**src/rtl/menu_pkg.sv**
```systemverilog
// Shared menu state encoding and default build constants for the encoder menu.
package menu_pkg;

  typedef enum logic [1:0] {
    ST_IDLE   = 2'd0,
    ST_BROWSE = 2'd1,
    ST_EDIT   = 2'd2
  } menu_state_e;

  localparam int DEF_N_ITEMS   = 4;
  localparam int DEF_PW        = 4;
  localparam int DEF_TIMEOUT_S = 10;
  localparam int TMO_W         = 8;

endpackage

```
**src/rtl/menu_timeout.sv**
```systemverilog
// Inactivity counter: counts idle sec_tick strobes while enabled, flags expiry at TIMEOUT_S.
module menu_timeout
  import menu_pkg::*;
#(
  parameter int TIMEOUT_S = DEF_TIMEOUT_S
) (
  input  logic clk,
  input  logic rst,
  input  logic enable,
  input  logic activity,
  input  logic sec_tick,
  output logic expired
);

  localparam logic [TMO_W-1:0] LIMIT = TMO_W'(TIMEOUT_S);

  logic [TMO_W-1:0] cnt_q, cnt_d;

  // Expiry forces the menu to IDLE on the same edge, so the counter restarts from 0 there.
  always_comb begin
    cnt_d = cnt_q;
    if (!enable || activity || (cnt_q == LIMIT)) begin
      cnt_d = '0;
    end else if (sec_tick) begin
      cnt_d = cnt_q + TMO_W'(1);
    end
  end

  always_ff @(posedge clk) begin
    if (rst) begin
      cnt_q <= '0;
    end else begin
      cnt_q <= cnt_d;
    end
  end

  assign expired = enable && (cnt_q == LIMIT);

endmodule

```
**src/rtl/encoder_menu_ctrl.sv**
```systemverilog
// Rotary-encoder menu: browse items, edit a shadow copy, commit on button, drop to IDLE on inactivity.
module encoder_menu_ctrl
  import menu_pkg::*;
#(
  parameter int N_ITEMS   = DEF_N_ITEMS,
  parameter int PW        = DEF_PW,
  parameter int TIMEOUT_S = DEF_TIMEOUT_S,
  localparam int SW       = $clog2(N_ITEMS)
) (
  input  logic                  clk,
  input  logic                  rst,
  input  logic                  r_tick,
  input  logic                  l_tick,
  input  logic                  btn_tick,
  input  logic                  sec_tick,
  output logic [1:0]            state,
  output logic [SW-1:0]         sel,
  output logic [PW-1:0]         edit_val,
  output logic [N_ITEMS*PW-1:0] params,
  output logic                  commit,
  output logic [SW-1:0]         commit_idx
);

  menu_state_e           state_q;
  logic [SW-1:0]         sel_q;
  logic [PW-1:0]         shadow_q;
  logic [N_ITEMS*PW-1:0] params_q;
  logic                  commit_q;
  logic [SW-1:0]         commit_idx_q;

  logic rot_r, rot_l, activity, expired;

  // Opposite detents in one cycle cancel out entirely.
  assign rot_r    = r_tick & ~l_tick;
  assign rot_l    = l_tick & ~r_tick;
  assign activity = btn_tick | rot_r | rot_l;

  menu_timeout #(
    .TIMEOUT_S(TIMEOUT_S)
  ) u_timeout (
    .clk     (clk),
    .rst     (rst),
    .enable  (state_q != ST_IDLE),
    .activity(activity),
    .sec_tick(sec_tick),
    .expired (expired)
  );

  always_ff @(posedge clk) begin
    if (rst) begin
      state_q      <= ST_IDLE;
      sel_q        <= '0;
      shadow_q     <= '0;
      params_q     <= '0;
      commit_q     <= 1'b0;
      commit_idx_q <= '0;
    end else begin
      commit_q <= 1'b0;
      if (expired) begin
        state_q  <= ST_IDLE;
        shadow_q <= '0;
      end else begin
        case (state_q)
          ST_IDLE: begin
            if (btn_tick) state_q <= ST_BROWSE;
          end
          ST_BROWSE: begin
            if (btn_tick) begin
              state_q  <= ST_EDIT;
              shadow_q <= params_q[sel_q*PW +: PW];
            end else if (rot_r) begin
              sel_q <= sel_q + SW'(1);
            end else if (rot_l) begin
              sel_q <= sel_q - SW'(1);
            end
          end
          ST_EDIT: begin
            if (btn_tick) begin
              params_q[sel_q*PW +: PW] <= shadow_q;
              commit_q                 <= 1'b1;
              commit_idx_q             <= sel_q;
              state_q                  <= ST_BROWSE;
            end else if (rot_r && (shadow_q != {PW{1'b1}})) begin
              shadow_q <= shadow_q + PW'(1);
            end else if (rot_l && (shadow_q != '0)) begin
              shadow_q <= shadow_q - PW'(1);
            end
          end
          default: state_q <= ST_IDLE;
        endcase
      end
    end
  end

  assign state      = state_q;
  assign sel        = sel_q;
  assign edit_val   = (state_q == ST_EDIT) ? shadow_q : params_q[sel_q*PW +: PW];
  assign params     = params_q;
  assign commit     = commit_q;
  assign commit_idx = commit_idx_q;

endmodule

```
**config.mk**
```make
export PLATFORM = sky130hd
export DESIGN_NAME = encoder_menu_ctrl
export DESIGN_NICKNAME = d
export VERILOG_FILES = /design/src/rtl/menu_pkg.sv /design/src/rtl/menu_timeout.sv /design/src/rtl/encoder_menu_ctrl.sv
export SDC_FILE = /design/constraint.sdc
export NUM_CORES = 1
export LEC_CHECK = 0
export BUFFER_PORTS_ARGS = -buffer_cell sky130_fd_sc_hd__buf_4
export CAP_MARGIN = 25
export CORE_MARGIN = 8
export CORE_UTILIZATION = 50
export DETAILED_ROUTE_END_ITERATION = 8
export HOLD_SLACK_MARGIN = 0.06
export MAX_ROUTING_LAYER = met4
export PLACE_DENSITY = 0.77
export RECOVER_POWER = 25
export SLEW_MARGIN = 40
export SYNTH_ARGS = -nofsm -noshare
export SYNTH_HDL_FRONTEND = slang
export SYNTH_SLANG_ARGS = --single-unit
```
**constraint.sdc**
```tcl
create_clock -name clk -period 4.5 [get_ports clk]
set_input_delay 0.9 -clock clk [delete_from_list [all_inputs] [get_ports clk]]
set_output_delay 0.9 -clock clk [all_outputs]
set_load 0.05 [all_outputs]
```
### Yosys cells after proc, flatten, opt, wreduce, memory -nomap -nowiden

Index checks and enable logic that the tools add are counted.
W data, S select, Z words.

| storage, ports and cells | value |
|---|---|
| bits in registers | 35 |
| bits of input ports | 6 |
| output and inout port bits | 27 |
| word-level logic and storage cells | 65 |

| operators by class | value |
|---|---|
| add/subtract/negate cells | 6 |
| equality and inequality tests | 8 |
| shift operators | 3 |
| muxes and demuxes | 13 |
| bitwise operators | 9 |
| reductions and logical operators | 19 |

Operators by type and width:

| operator | number |
|---|---|
| $neg A4 Y34 | 1 |
| $shift A4 B34 Y16 const A | 1 |
| $shiftx A4 B34 Y16 | 1 |
| $mux W4 | 5 |
| $bwmux W16 | 1 |
| $shiftx A16 B5 Y4 | 1 |
| $add A8 B1 Y8 const B | 1 |
| $eq A8 B4 Y1 const B | 1 |
| $mux W2 | 4 |
| $pmux W4 S2 | 1 |
| $reduce_and A4 Y1 | 2 |
| $reduce_bool A2 Y1 | 3 |
| $reduce_or A2 Y1 | 3 |
| $not A1 Y1 | 5 |
| $add A4 B1 Y4 const B | 1 |
| $ne A2 B2 Y1 const B | 2 |
| $ne A4 B4 Y1 const B | 1 |
| $pmux W2 S2 | 1 |
| $reduce_bool A4 Y1 | 1 |
| $sub A4 B1 Y4 const B | 1 |
| $logic_and A1 B1 Y1 | 3 |
| $ne A3 B3 Y1 const B | 1 |
| $reduce_and A3 Y1 | 1 |
| $reduce_or A3 Y1 | 1 |
| 12 further kinds | 15 |

### Depth between registers and ports, before layout

| logic depth | value |
|---|---|
| depth after elaboration | 7 |
| gate-level depth with buffers | 8 |
| depth with buffers taken out | 8 |

### Hierarchy

Synthesis repeated with hierarchy kept, for this count alone.

| second synthesis, totals | value |
|---|---|
| cell total of the unflattened synthesis | 216 |
| area, all modules | 1985.7 µm² |

Modules (own cells, without submodules):

| module | times used | cells each | area an instance (µm²) | sequential area each (µm²) |
|---|---|---|---|---|
| encoder_menu_ctrl | 1 | 173 | 1574.0 | 540.5 |
| menu_timeout | 1 | 43 | 411.6 | 160.2 |

### Worst setup path after synthesis

Ideal clock, no wire load.

| path | value |
|---|---|
| kind | register -> output |
| start point | reg state_q[1] (netlist: state[1]) |
| end point | out edit_val[2] |
| arrival time | 2.158 ns |
| setup slack | 1.442 ns |
| cell stages (with the launch flop) | 3 |
| buffers on the path | 0 |
| cells stage by stage | dfxtp_1 > or2b_1 > o21ai_0 |

| between the ends | value |
|---|---|
| word-level cells in the longest chain between the ends | 2 |

RTL lines:

| item | line | source |
|---|---|---|
| start: declaration | encoder_menu_ctrl.sv:24 | `menu_state_e state_q;` |
| start signal: assignment | encoder_menu_ctrl.sv:51 | `state_q <= ST_IDLE;` |
| start signal: assignment | encoder_menu_ctrl.sv:60 | `state_q <= ST_IDLE;` |
| start signal: assignment | encoder_menu_ctrl.sv:65 | `if (btn_tick) state_q <= ST_BROWSE;` |
| $eq A2 B2 Y1 | encoder_menu_ctrl.sv:97 | `assign edit_val = (state_q == ST_EDIT) ? shadow_q : params_q[sel_q*PW +: PW];` |
| $mux W4 | encoder_menu_ctrl.sv:97 |  |
| end: declaration | encoder_menu_ctrl.sv:18 | `output logic [PW-1:0] edit_val,` |

Every way passes these cells.

### Final worst setup path

| path | value |
|---|---|
| start point | reg sel_q[0] (netlist: sel[0]) |
| end point | out edit_val[1] |

| between the ends | value |
|---|---|
| word-level cells in the longest chain between the ends | 2 |

RTL lines:

| item | line | source |
|---|---|---|
| start: declaration | encoder_menu_ctrl.sv:25 | `logic [SW-1:0] sel_q;` |
| start signal: assignment | encoder_menu_ctrl.sv:72 | `sel_q <= sel_q + SW'(1);` |
| start signal: assignment | encoder_menu_ctrl.sv:74 | `sel_q <= sel_q - SW'(1);` |
| $shiftx A16 B5 Y4 | encoder_menu_ctrl.sv:97 |  |
| $mux W4 | encoder_menu_ctrl.sv:97 |  |

Every way passes these cells.

==> flow_summary.toml <==
[outcome]
outcome = "complete, no violations"

[drt]
totalWireLength_um = 4720
firstDrtPassIters = 4
vias_per_cell = 5.70
wl_met2_um = 2330
route.detailed.drc = 0
wire_per_inst_um = 15.8
wl_met3_um = 227
vias = 1703
first_iter_violations = 85
ant_nets = 0
top_layer = "met4"
wl_met1_um = 2080

[yosys]
synth-edff-count = 0
synthDistinctLibCells = 45
synth_top_area_share = 0.354
avgSynthCellArea_um2 = 9.00
synth.ff_latch_count = 35
yosysMostFrequentCell = "dfxtp_1"
synthCells = 220
ys_seq_area_frac = 0.354
synthArstFlopShare = 0
syn-num-nets = 238
yosysWarningCount = 0
synth_ff_type = "dfxtp_1"
netlist_top_cells_area = "dfxtp_1 (35%), ha_1 (7.0%), nand4_1 (5.7%)"
syn_area_mm2 = 0.00198
ys_top_cells_by_count = "dfxtp_1 (35), nand2_1 (23), a21oi_1 (20)"
yosysTopAreaCell = "dfxtp_1"

[pwr]
powerDensity_mw_per_mm2 = 273
p_leak_nw = 0.791
vdd_ir_drop_max_mv = 0.184

[timing]
tightest_slew_ns = 0.786
fin_tns_setup_ns = 0
rsz0062_at_grt = "false"
setup_viol = 0
slew_headroom = 0.476
period_needed_ns = 3.00
hold_slack_ns = 0.475
fmaxAchievable_mhz = 333
finalClockSkew_ns = 0.00949
hold_violations = 0
finalMaxSlewViolations = 0
fin_crit_sh = 0.667

[floorplanning]
fp.dieW_um = 78.9
row_count = 23
initial_core_util = 0.506
chipHeight_um = 78.9
die_area_mm2 = 0.00623
core_area_mm2 = 0.00391
ioPinCount = 33

[setup_path]
critPathBufInv = 1
cp.required_ns = 3.60
crit_type = "reg -> out"
slowest_stage = "dfxtp_1"
arrival_ns = 2.10
critPathCaptureType = "output port"
crit_fanout = 13
crit_path_start_kind = "flip-flop"
worstPathCellList = "mux4_2 > and2_1 > a21o_1 > buf_4"
slowest_delay_ns = 0.71
cpLargestDelayFamily = "flip-flops"

[finish]
drive_gt1_frac = 0.153
finalNetCount = 266
n_fill_cell = 378
area_growth_pct = 14.2
antenna_cells = 0

[job]
maxCapViolCount = 0

[clocking]
clock_path_buffers = 2
root_buffer = "clkbuf_8"
postCtsSetupBuffers = 0
cts.sinks = 35
cts_buffers = 5
h-tree-depth = 2
cts_resized = 0
tritoncts = "yes"
cts_hold_buf = 0
path_clk_slew_ns = 0.08
clock_latency_ns = 0.30

[hold_path]
min_path_type = "reg -> reg"

[global_routing]
grt_pass1_wl_um = 7980
grt_overflow_total = 0
grtUsageTotal = 0.166
grt_pass1_vias = 1632
grt_max_degree = 22
grt_antenna_before_repair = 0

[placed_design]
gp_congestion = 0.883
io_buffer_count = 32
post-dp-hpwl_um = 3530
-- area by class of cell --
class                      instances  area, um^2  area share
clock inverter                     2        12.5     0.00554
multi-input combinational        163        1190       0.525
inverter                          11        41.3      0.0183
clock buffer                       6        72.6      0.0321
timing repair buffer              32         184      0.0814
sequential                        35         701       0.310
tap                               50        62.6      0.0277
-- state kept, by name (all words and copies together), names as in the netlist --
name,cells
commit,1
commit_idx,2
params,16
sel,2
shadow_q,4
state,2
u_timeout.cnt_q,8
-- layout by cell type, fill, tap and decap left out, drive strengths merged, types with 11 or more instances in the layout --
master | Yosys | final
dfxtp | 35 | 35
nand2 | 23 | 23
a21oi | 21 | 21
clkbuf | 8 | 21
nand4 | 18 | 18
nor2 | 18 | 18
buf | 3 | 17
inv | 11 | 11
ha | 11 | 11
-- logic make-up (layout without fill, tap and decap cells) --
| family | count (synthesis) | count (layout) | synth area share |
|---|---|---|---|
| multiplexers | 6 | 6 | 0.0556 |
| flip-flops | 35 | 35 | 0.354 |
| AO/OA/AOI/OAI | 43 | 43 | 0.162 |
| XOR/XNOR | 12 | 12 | 0.0531 |
| adder cells (fa/ha/maj) | 12 | 12 | 0.0796 |
| buffers and inverters | 22 | 51 | 0.0468 |
| AND/OR/NAND/NOR | 90 | 90 | 0.249 |
-- per-layer routing --
metal  up-vias  GRT usage
met4         0     0.0704
met1       810      0.185
met3         9     0.0576
met2        31      0.264
li1        853          -
met5         -          -
-- path summary, 6_finish.rpt --
check / from / end / slack, ns / cells past startpoint
max: sel[0] / edit_val[1] / 1.50 / 4
min: params[2] / params[2] / 0.47 / 2
max reg2reg: sel[0] / params[0] / 2.34 / 5
min reg2reg: params[2] / params[2] / 0.47 / 2
-- worst register-to-register path, cell delays in order (launching register included) --
cell     delay [ns]
dfxtp_1        0.71
inv_1          0.23
ha_1           0.38
nor3b_1        0.45
nand4_1        0.15
a21oi_1        0.18
-- power by group --
group	internal, mW	leakage [nW]	switching, mW
Combinational	0.0260	0.467	0.0397
Clock	0.108	0.0412	0.119
Sequential	0.314	0.283	0.0113
Total	0.448	0.791	0.170
-- metrics by stage --
step                      utilization  instances  total power, mW  worst slack, ns  cell area, um^2
final                           0.577        299            0.618             1.50             2260
after global routing            0.577        299            0.648             1.40             2260
after CTS                       0.592        299            0.622             1.50             2320
after detailed placement        0.570        291            0.397             1.83             2230
after global placement          0.570        291            0.396             1.85             2230
after floorplan                     -        220            0.381             1.44             1980
Power figures use the tool's default switching activity.
